$ cat config.mk
export PLATFORM = sky130hd
export DESIGN_NAME = com_host_ctrl
export DESIGN_NICKNAME = d
export VERILOG_FILES = /design/src/rtl/com_host_pkg.sv /design/src/rtl/com_host_ctrl.sv
export SDC_FILE = /design/constraint.sdc
export NUM_CORES = 1
export LEC_CHECK = 0
export CAP_MARGIN = 20
export CORE_ASPECT_RATIO = 1.2
export CORE_MARGIN = 5
export CORE_UTILIZATION = 54
export DETAILED_ROUTE_END_ITERATION = 7
export PLACE_DENSITY = 0.89
export SLEW_MARGIN = 20
export SYNTH_ARGS = -nofsm -noshare
export SYNTH_HDL_FRONTEND = slang
export SYNTH_SLANG_ARGS = --single-unit
$ cat constraint.sdc
create_clock -name clk -period 4.8 [get_ports clk]
set_input_delay 0.96 -clock clk [delete_from_list [all_inputs] [get_ports clk]]
set_output_delay 0.96 -clock clk [all_outputs]
set_load 0.03 [all_outputs]
$ cat src/rtl/com_host_pkg.sv
// Shared encodings for the host sequencer: the status codes seen by the core-side
// selector and the sequencer state enum.
package com_host_pkg;

  localparam logic [1:0] ST_IDLE = 2'b00;
  localparam logic [1:0] ST_LOAD = 2'b01;
  localparam logic [1:0] ST_RUN  = 2'b10;
  localparam logic [1:0] ST_READ = 2'b11;

  typedef enum logic [2:0] {
    S_IDLE,
    S_LOAD,
    S_LDRAIN,
    S_RUN,
    S_RD_ADDR,
    S_RD_CAP,
    S_RD_OUT,
    S_DONE
  } state_e;

  function automatic logic [1:0] status_of(input state_e s);
    case (s)
      S_LOAD, S_LDRAIN:               status_of = ST_LOAD;
      S_RUN:                          status_of = ST_RUN;
      S_RD_ADDR, S_RD_CAP, S_RD_OUT:  status_of = ST_READ;
      default:                        status_of = ST_IDLE;
    endcase
  endfunction

endpackage

$ cat src/rtl/com_host_ctrl.sv
// Host-end sequencer: streams a data image into core data memory, runs the core
// with a timeout, then streams a result window back out.
module com_host_ctrl
  import com_host_pkg::*;
#(
  parameter int unsigned TIMEOUT = 65535
) (
  input  logic        clk,
  input  logic        rst_n,
  input  logic        start,
  input  logic [15:0] load_count,
  input  logic [15:0] read_base,
  input  logic [15:0] read_count,
  input  logic [15:0] in_data,
  input  logic        in_valid,
  output logic        in_ready,
  output logic [15:0] out_data,
  output logic        out_valid,
  input  logic        out_ready,
  output logic [1:0]  status,
  output logic [15:0] com_data_in,
  output logic [15:0] com_addr,
  output logic        com_wr_en,
  input  logic [15:0] com_data_out,
  input  logic        end_process,
  output logic        busy,
  output logic        done,
  output logic        timeout_err
);

  localparam logic [31:0] RUN_LAST = 32'(TIMEOUT - 1);

  state_e      state_q, state_d;
  logic [15:0] index_q, index_d;
  logic [15:0] load_cnt_q, load_cnt_d;
  logic [15:0] read_base_q, read_base_d;
  logic [15:0] read_cnt_q, read_cnt_d;
  logic [31:0] run_cnt_q, run_cnt_d;
  logic        timeout_err_q, timeout_err_d;
  logic [1:0]  status_q, status_d;
  logic [15:0] com_addr_q, com_addr_d;
  logic [15:0] com_data_in_q, com_data_in_d;
  logic        com_wr_en_q, com_wr_en_d;
  logic [15:0] out_data_q, out_data_d;
  logic        out_valid_q, out_valid_d;
  logic        done_q, done_d;

  always_comb begin
    state_d       = state_q;
    index_d       = index_q;
    load_cnt_d    = load_cnt_q;
    read_base_d   = read_base_q;
    read_cnt_d    = read_cnt_q;
    run_cnt_d     = 32'd0;
    timeout_err_d = timeout_err_q;
    com_wr_en_d   = 1'b0;
    com_addr_d    = com_addr_q;
    com_data_in_d = com_data_in_q;
    out_data_d    = out_data_q;

    case (state_q)
      S_IDLE: begin
        if (start) begin
          load_cnt_d    = load_count;
          read_base_d   = read_base;
          read_cnt_d    = read_count;
          index_d       = 16'd0;
          timeout_err_d = 1'b0;
          state_d       = (load_count != 16'd0) ? S_LOAD : S_RUN;
        end
      end
      S_LOAD: begin
        if (in_valid) begin
          com_wr_en_d   = 1'b1;
          com_addr_d    = index_q;
          com_data_in_d = in_data;
          index_d       = index_q + 16'd1;
          if (index_q == load_cnt_q - 16'd1) state_d = S_LDRAIN;
        end
      end
      // Lets the last registered write land before status flips to RUN.
      S_LDRAIN: state_d = S_RUN;
      S_RUN: begin
        run_cnt_d = run_cnt_q + 32'd1;
        if (end_process) begin
          index_d = 16'd0;
          state_d = (read_cnt_q == 16'd0) ? S_DONE : S_RD_ADDR;
        end else if (run_cnt_q == RUN_LAST) begin
          timeout_err_d = 1'b1;
          state_d       = S_DONE;
        end
      end
      S_RD_ADDR: state_d = S_RD_CAP;
      S_RD_CAP: begin
        out_data_d = com_data_out;
        state_d    = S_RD_OUT;
      end
      S_RD_OUT: begin
        if (out_ready) begin
          index_d = index_q + 16'd1;
          state_d = (index_q == read_cnt_q - 16'd1) ? S_DONE : S_RD_ADDR;
        end
      end
      S_DONE:  state_d = S_IDLE;
      default: state_d = S_IDLE;
    endcase

    // Address is presented during RD_ADDR so memory data is ready in RD_CAP.
    if (state_d == S_RD_ADDR) com_addr_d = read_base_q + index_d;

    status_d    = status_of(state_d);
    out_valid_d = (state_d == S_RD_OUT);
    done_d      = (state_d == S_DONE);
  end

  always_ff @(posedge clk) begin
    if (!rst_n) begin
      state_q       <= S_IDLE;
      index_q       <= 16'd0;
      load_cnt_q    <= 16'd0;
      read_base_q   <= 16'd0;
      read_cnt_q    <= 16'd0;
      run_cnt_q     <= 32'd0;
      timeout_err_q <= 1'b0;
      status_q      <= ST_IDLE;
      com_addr_q    <= 16'd0;
      com_data_in_q <= 16'd0;
      com_wr_en_q   <= 1'b0;
      out_data_q    <= 16'd0;
      out_valid_q   <= 1'b0;
      done_q        <= 1'b0;
    end else begin
      state_q       <= state_d;
      index_q       <= index_d;
      load_cnt_q    <= load_cnt_d;
      read_base_q   <= read_base_d;
      read_cnt_q    <= read_cnt_d;
      run_cnt_q     <= run_cnt_d;
      timeout_err_q <= timeout_err_d;
      status_q      <= status_d;
      com_addr_q    <= com_addr_d;
      com_data_in_q <= com_data_in_d;
      com_wr_en_q   <= com_wr_en_d;
      out_data_q    <= out_data_d;
      out_valid_q   <= out_valid_d;
      done_q        <= done_d;
    end
  end

  assign in_ready    = (state_q == S_LOAD);
  assign busy        = (state_q != S_IDLE);
  assign status      = status_q;
  assign com_addr    = com_addr_q;
  assign com_data_in = com_data_in_q;
  assign com_wr_en   = com_wr_en_q;
  assign out_data    = out_data_q;
  assign out_valid   = out_valid_q;
  assign done        = done_q;
  assign timeout_err = timeout_err_q;

endmodule
# --- Word level (Yosys, flattened, before mapping) ---
# Cells that the tools add are included.
word_totals:
  inputBits: 86
  register_bits: 153
  output_inout_bits: 56
  elab_cells: 78
classes:
  eq_ne: 20
  n_mux: 24
  n_addsub: 5
  n_reduce_logical: 15
op_table:
  columns: ["op", "count"]
  rows:
  - ["$mux 16", 7]
  - ["$pmux 16 s4", 1]
  - ["$add 32x1->32 const B", 1]
  - ["$eq 16x16->1", 2]
  - ["$eq 32x16->1 const B", 1]
  - ["$sub 16x1->16 const B", 2]
  - ["$eq 3x3->1 const B", 8]
  - ["$pmux 3 s8", 1]
  - ["$mux 3", 6]
  - ["$add 16x1->16 const B", 1]
  - ["$add 16x16->16", 1]
  - ["$logic_not 16->1", 1]
  - ["$reduce_bool 16->1", 1]
  - ["$eq 3x2->1 const B", 4]
  - ["$reduce_and 2->1", 5]
  - ["$eq 3x1->1 const B", 2]
  - ["$mux 2", 3]
  - ["$ne 2x2->1 const B", 3]
  - ["$pmux 2 s3", 1]
  - ["$reduce_bool 2->1", 3]
  - ["$mux 1", 4]
  - ["$reduce_and 4->1", 1]
  - ["$logic_not 3->1", 1]
  - ["$reduce_bool 3->1", 1]
  - ["3 further kinds", 3]

# --- Depth between registers and ports, before layout ---
logic_depth:
  word_depth: 8
  ltp_mapped: 19
  depth_no_buf: 17

# --- Worst setup path after synthesis ---
# OpenSTA, ideal clock, no wires.
synth_timing:
  path_type: "input -> register"
  startpoint: "input end_process"
  endpoint: "register com_addr_q[14], in the netlist com_addr[14]"
  n_path_buf: 1
  t_arrival_ns: 4.313
  stages: 18
  path_slack_ns: 0.402
  cell_sequence: "nand2_1 -> nand2_1 -> o21ai_0 -> nor3_1 -> o21ai_0 -> clkbuf_1 -> mux2_2 -> ha_1 -> fa_1 -> a211oi_1 -> o21ai_0 -> a31oi_1 -> o21ai_0 -> or4_1 -> a31o_2 -> a21oi_1 -> xor2_1 -> a211oi_1"
synth_rtl:
  columns: ["item", "line", "text"]
  rows:
  - ["start: declaration", "com_host_ctrl.sv:25", "input logic end_process,"]
  - ["$mux 16", "com_host_ctrl.sv:85", "if (end_process) begin"]
  - ["$pmux 16 s4", "com_host_ctrl.sv:61", "case (state_q)"]
  - ["net index_d[0]", "com_host_ctrl.sv:34", "logic [15:0] index_q, index_d;"]
  - ["$add 16x16->16", "com_host_ctrl.sv:109", "if (state_d == S_RD_ADDR) com_addr_d = read_base_q + index_d;"]
  - ["$mux 16", "com_host_ctrl.sv:109", null]
  - ["end signal: assignment", "com_host_ctrl.sv:141", "com_addr_q <= com_addr_d;"]
  - ["end: declaration", "com_host_ctrl.sv:41", "logic [15:0] com_addr_q, com_addr_d;"]
# The timed path passes the listed nets, and every way through them passes these cells.
# A chain may end at the register's enable or synchronous reset.

# --- Worst setup path after layout ---
# Same ends and word-level chain as after synthesis.

==> impl_metrics.tcl <==
set metrics [dict create \
    status "completed" \
    critPathMaxFanout 3 \
    synth_area_per_cell_um2 7.865 \
    core.rowCount 49 \
    final_area_um2 10300 \
    vdd_ir_drop_max_mv 0.2498 \
    clk_pin_slew_ns 0.06 \
    grt_pass1_wl_um 35460 \
    slew_headroom 0.3766 \
    path_cells "clkdlybuf4s50_1 > nand2_1 > nand2_1 > o21ai_0 > nor3_1 > o21ai_0 > mux2_2 > ha_1 > fa_1 > a211oi_2 > o21ai_1 > a31oi_1 > o21ai_1 > or4_1 > a31o_2 > a21oi_2 > xor2_1 > a211oi_1" \
    cts_tree "built" \
    power_mw 3.061 \
    p_leak_nw 3.805 \
    rsz0062_at_grt "no" \
    die_w_um 122.3 \
    synth_area_leaders "dfxtp_1, nand2_1, a21oi_1, xnor2_1, xor2_1" \
    drc 0 \
    synth_common_cells "nand2_1, dfxtp_1, a21oi_1" \
    grt_remaining_overflow 0 \
    yosysMostFrequentCell "nand2_1" \
    cp-end-kind "flop" \
    ant_nets 0 \
    max-clock-path-buffers 2 \
    required_ns 5.13 \
    ys_warn_count 0 \
    syn_nets 1147 \
    critPathKind "input pin to flop" \
    io_pins 142 \
    grt_pass1_vias 7550 \
    ys_seq_elements 153 \
    grt_use_total 0.2500 \
    synth-adder-area-share 0.03304 \
    die_area_um2 17720 \
    p_per_area_nw_per_um2 297.2 \
    synth_edf_count 0 \
    root_buffer "clkbuf_16" \
    fp.dieH_um 144.8 \
    synthMuxAreaShare 0.01010 \
    startpoint "end_process" \
    yosysTopAreaCell "dfxtp_1" \
    hold_start "out_data[0]" \
    pre_cts_ws_ns -0.2118 \
    portBuffers 141 \
    synth_area_um2 8179 \
    cpPeakStageDelay_ns 0.53 \
    max_freq_ghz 0.2188 \
    diodes 0 \
    yosys.area.top_type_share 0.3745 \
    drive_gt1_frac 0.07229 \
    synth_top_family_by_area "simple AND/OR/NAND/NOR gates" \
    rr_startpoint "state_q[1]" \
    period_needed_ns 4.570 \
    synth_compound_area_frac 0.1830 \
    synth_xor_area_frac 0.08460 \
    nets 1259 \
    synthCells 1040 \
    cts_buffers 17 \
    cts_sinks 153 \
    setup_ws_ns 0.2295 \
    insertion_delay_ns 0.43 \
    r2r_slack_ns 0.71 \
    start_util 0.5468 \
    dp_hpwl_um 16420 \
    synth_async_sr_flop_share 0 \
    area_growth_pct 25.93 \
    placed_area_um2 9712 \
    slew_viol_final 0 \
    htreeDepth 4 \
    finalCritPeriodShare 0.9522 \
    routed_wl_um 22850 \
    first_pass_iters 6 \
    setup_violations 0 \
    crit_arrival_ns 4.90 \
    crit_path_top_delay_cell "clkdlybuf4s50_1" \
    antenna_found_initial 0 \
    drt_iter0_markers 695 \
    synth_top_flop_cell "dfxtp_1" \
    vias 7847 \
    totalNegativeSetupSlack_ns 0 \
    finClkSkew_ns 0.01052 \
    maxCapViolCount 0 \
    hold_class "flop to flop" \
    viasPerCell 5.745 \
    grt_start_max_net_pins 68 \
    hold_viol 0 \
    ys_types 79 \
    gp_congestion 0.9747 \
    synth_simple_gate_area_frac 0.2665 \
    seq_area_frac_synth 0.3745 \
    avgRoutedWirePerCell_um 16.73 \
    worst_pin_slew_ns 0.9351 \
    startpoint_type "input pin" \
    core-area_um2 14960 \
]
## routing by layer
layer	vias to the layer above	wire [um]	global-route usage
met2	290	11550	0.4262
met5	-	0	0
met1	3638	8944	0.2895
li1	3839	-	-
met4	0	1017	0.1509
met3	80	1342	0.04977
## worst paths after layout
check,depth (start not counted),to
setup / recovery,18,com_addr[14]
setup reg to reg,16,com_addr[14]
hold reg to reg,2,out_data[0]
hold / removal,2,out_data[0]
## metrics by stage
step                      std cells    util  hold slack (ns)
final                          1366  0.6885           0.4515
after detailed placement       1336  0.6492           0.4453
after floorplan                1040       -           0.4406
after global placement         1336  0.6490           0.4403
after global routing           1366  0.6885           0.4666
after CTS                      1365  0.6874           0.4538
## flip-flops by register name, summed over array words and instances (netlist names)
signal	cells
status	2
timeout_err	1
index_q	16
out_valid	1
run_cnt_q	32
state_q	3
done	1
load_cnt_q	16
out_data	16
read_cnt_q	16
com_data_in	16
read_base_q	16
com_wr_en	1
com_addr	16
## where the power goes
part / leakage (nW) / internal [mW] / switching (mW)
sequential: 1.24 / 1.30 / 0.0383
combinational: 2.28 / 0.198 / 0.217
clock: 0.279 / 0.787 / 0.519
total: 3.81 / 2.29 / 0.775
## cells in the final DEF, fill, tap and decap left out, drive strengths merged, types with 20 or more instances in the layout
cell type and instances:
clkbuf 23, xnor2 40, xor2 39, a21oi 111
inv 20, clkdlybuf4s50 141, ha 20, buf 22
nand2 214, and2 25, nor2 68, o21ai 39
nand3 29, dfxtp 153, nor3 25
## logic make-up after synthesis
family          after synthesis
xor+xnor                     79
simple gates                453
fa+ha+maj                    21
mux                           8
buf+inv                      90
flops                       153
compound gates              236
## area by class of cell
cell class	count	area [um^2]
flip-flops and latches	153	3063
repair buffers	163	1589
inverters	20	87.58
clock inverters	6	63.81
well taps	204	255.2
clock buffers	23	508.0
multi-input cells	797	4733
fillers	1227	4659
## worst max-delay path: cells and delay by family
family | cells | cell delay [ns]
adders and majority gates | 2 | 0.61
buffers and inverters | 1 | 0.53
and+or+nand+nor | 4 | 0.78
xor gates and xnor gates | 1 | 0.08
AOI/OAI and AO/OA | 9 | 1.62
muxes | 1 | 0.31
## repair_timing
item                       CTS  global route
gates resized for setup      0             4
hold buffers                 0             0
setup buffers                0             1
setup endpoints to repair    0             2
Power figures use the tool's default switching activity.
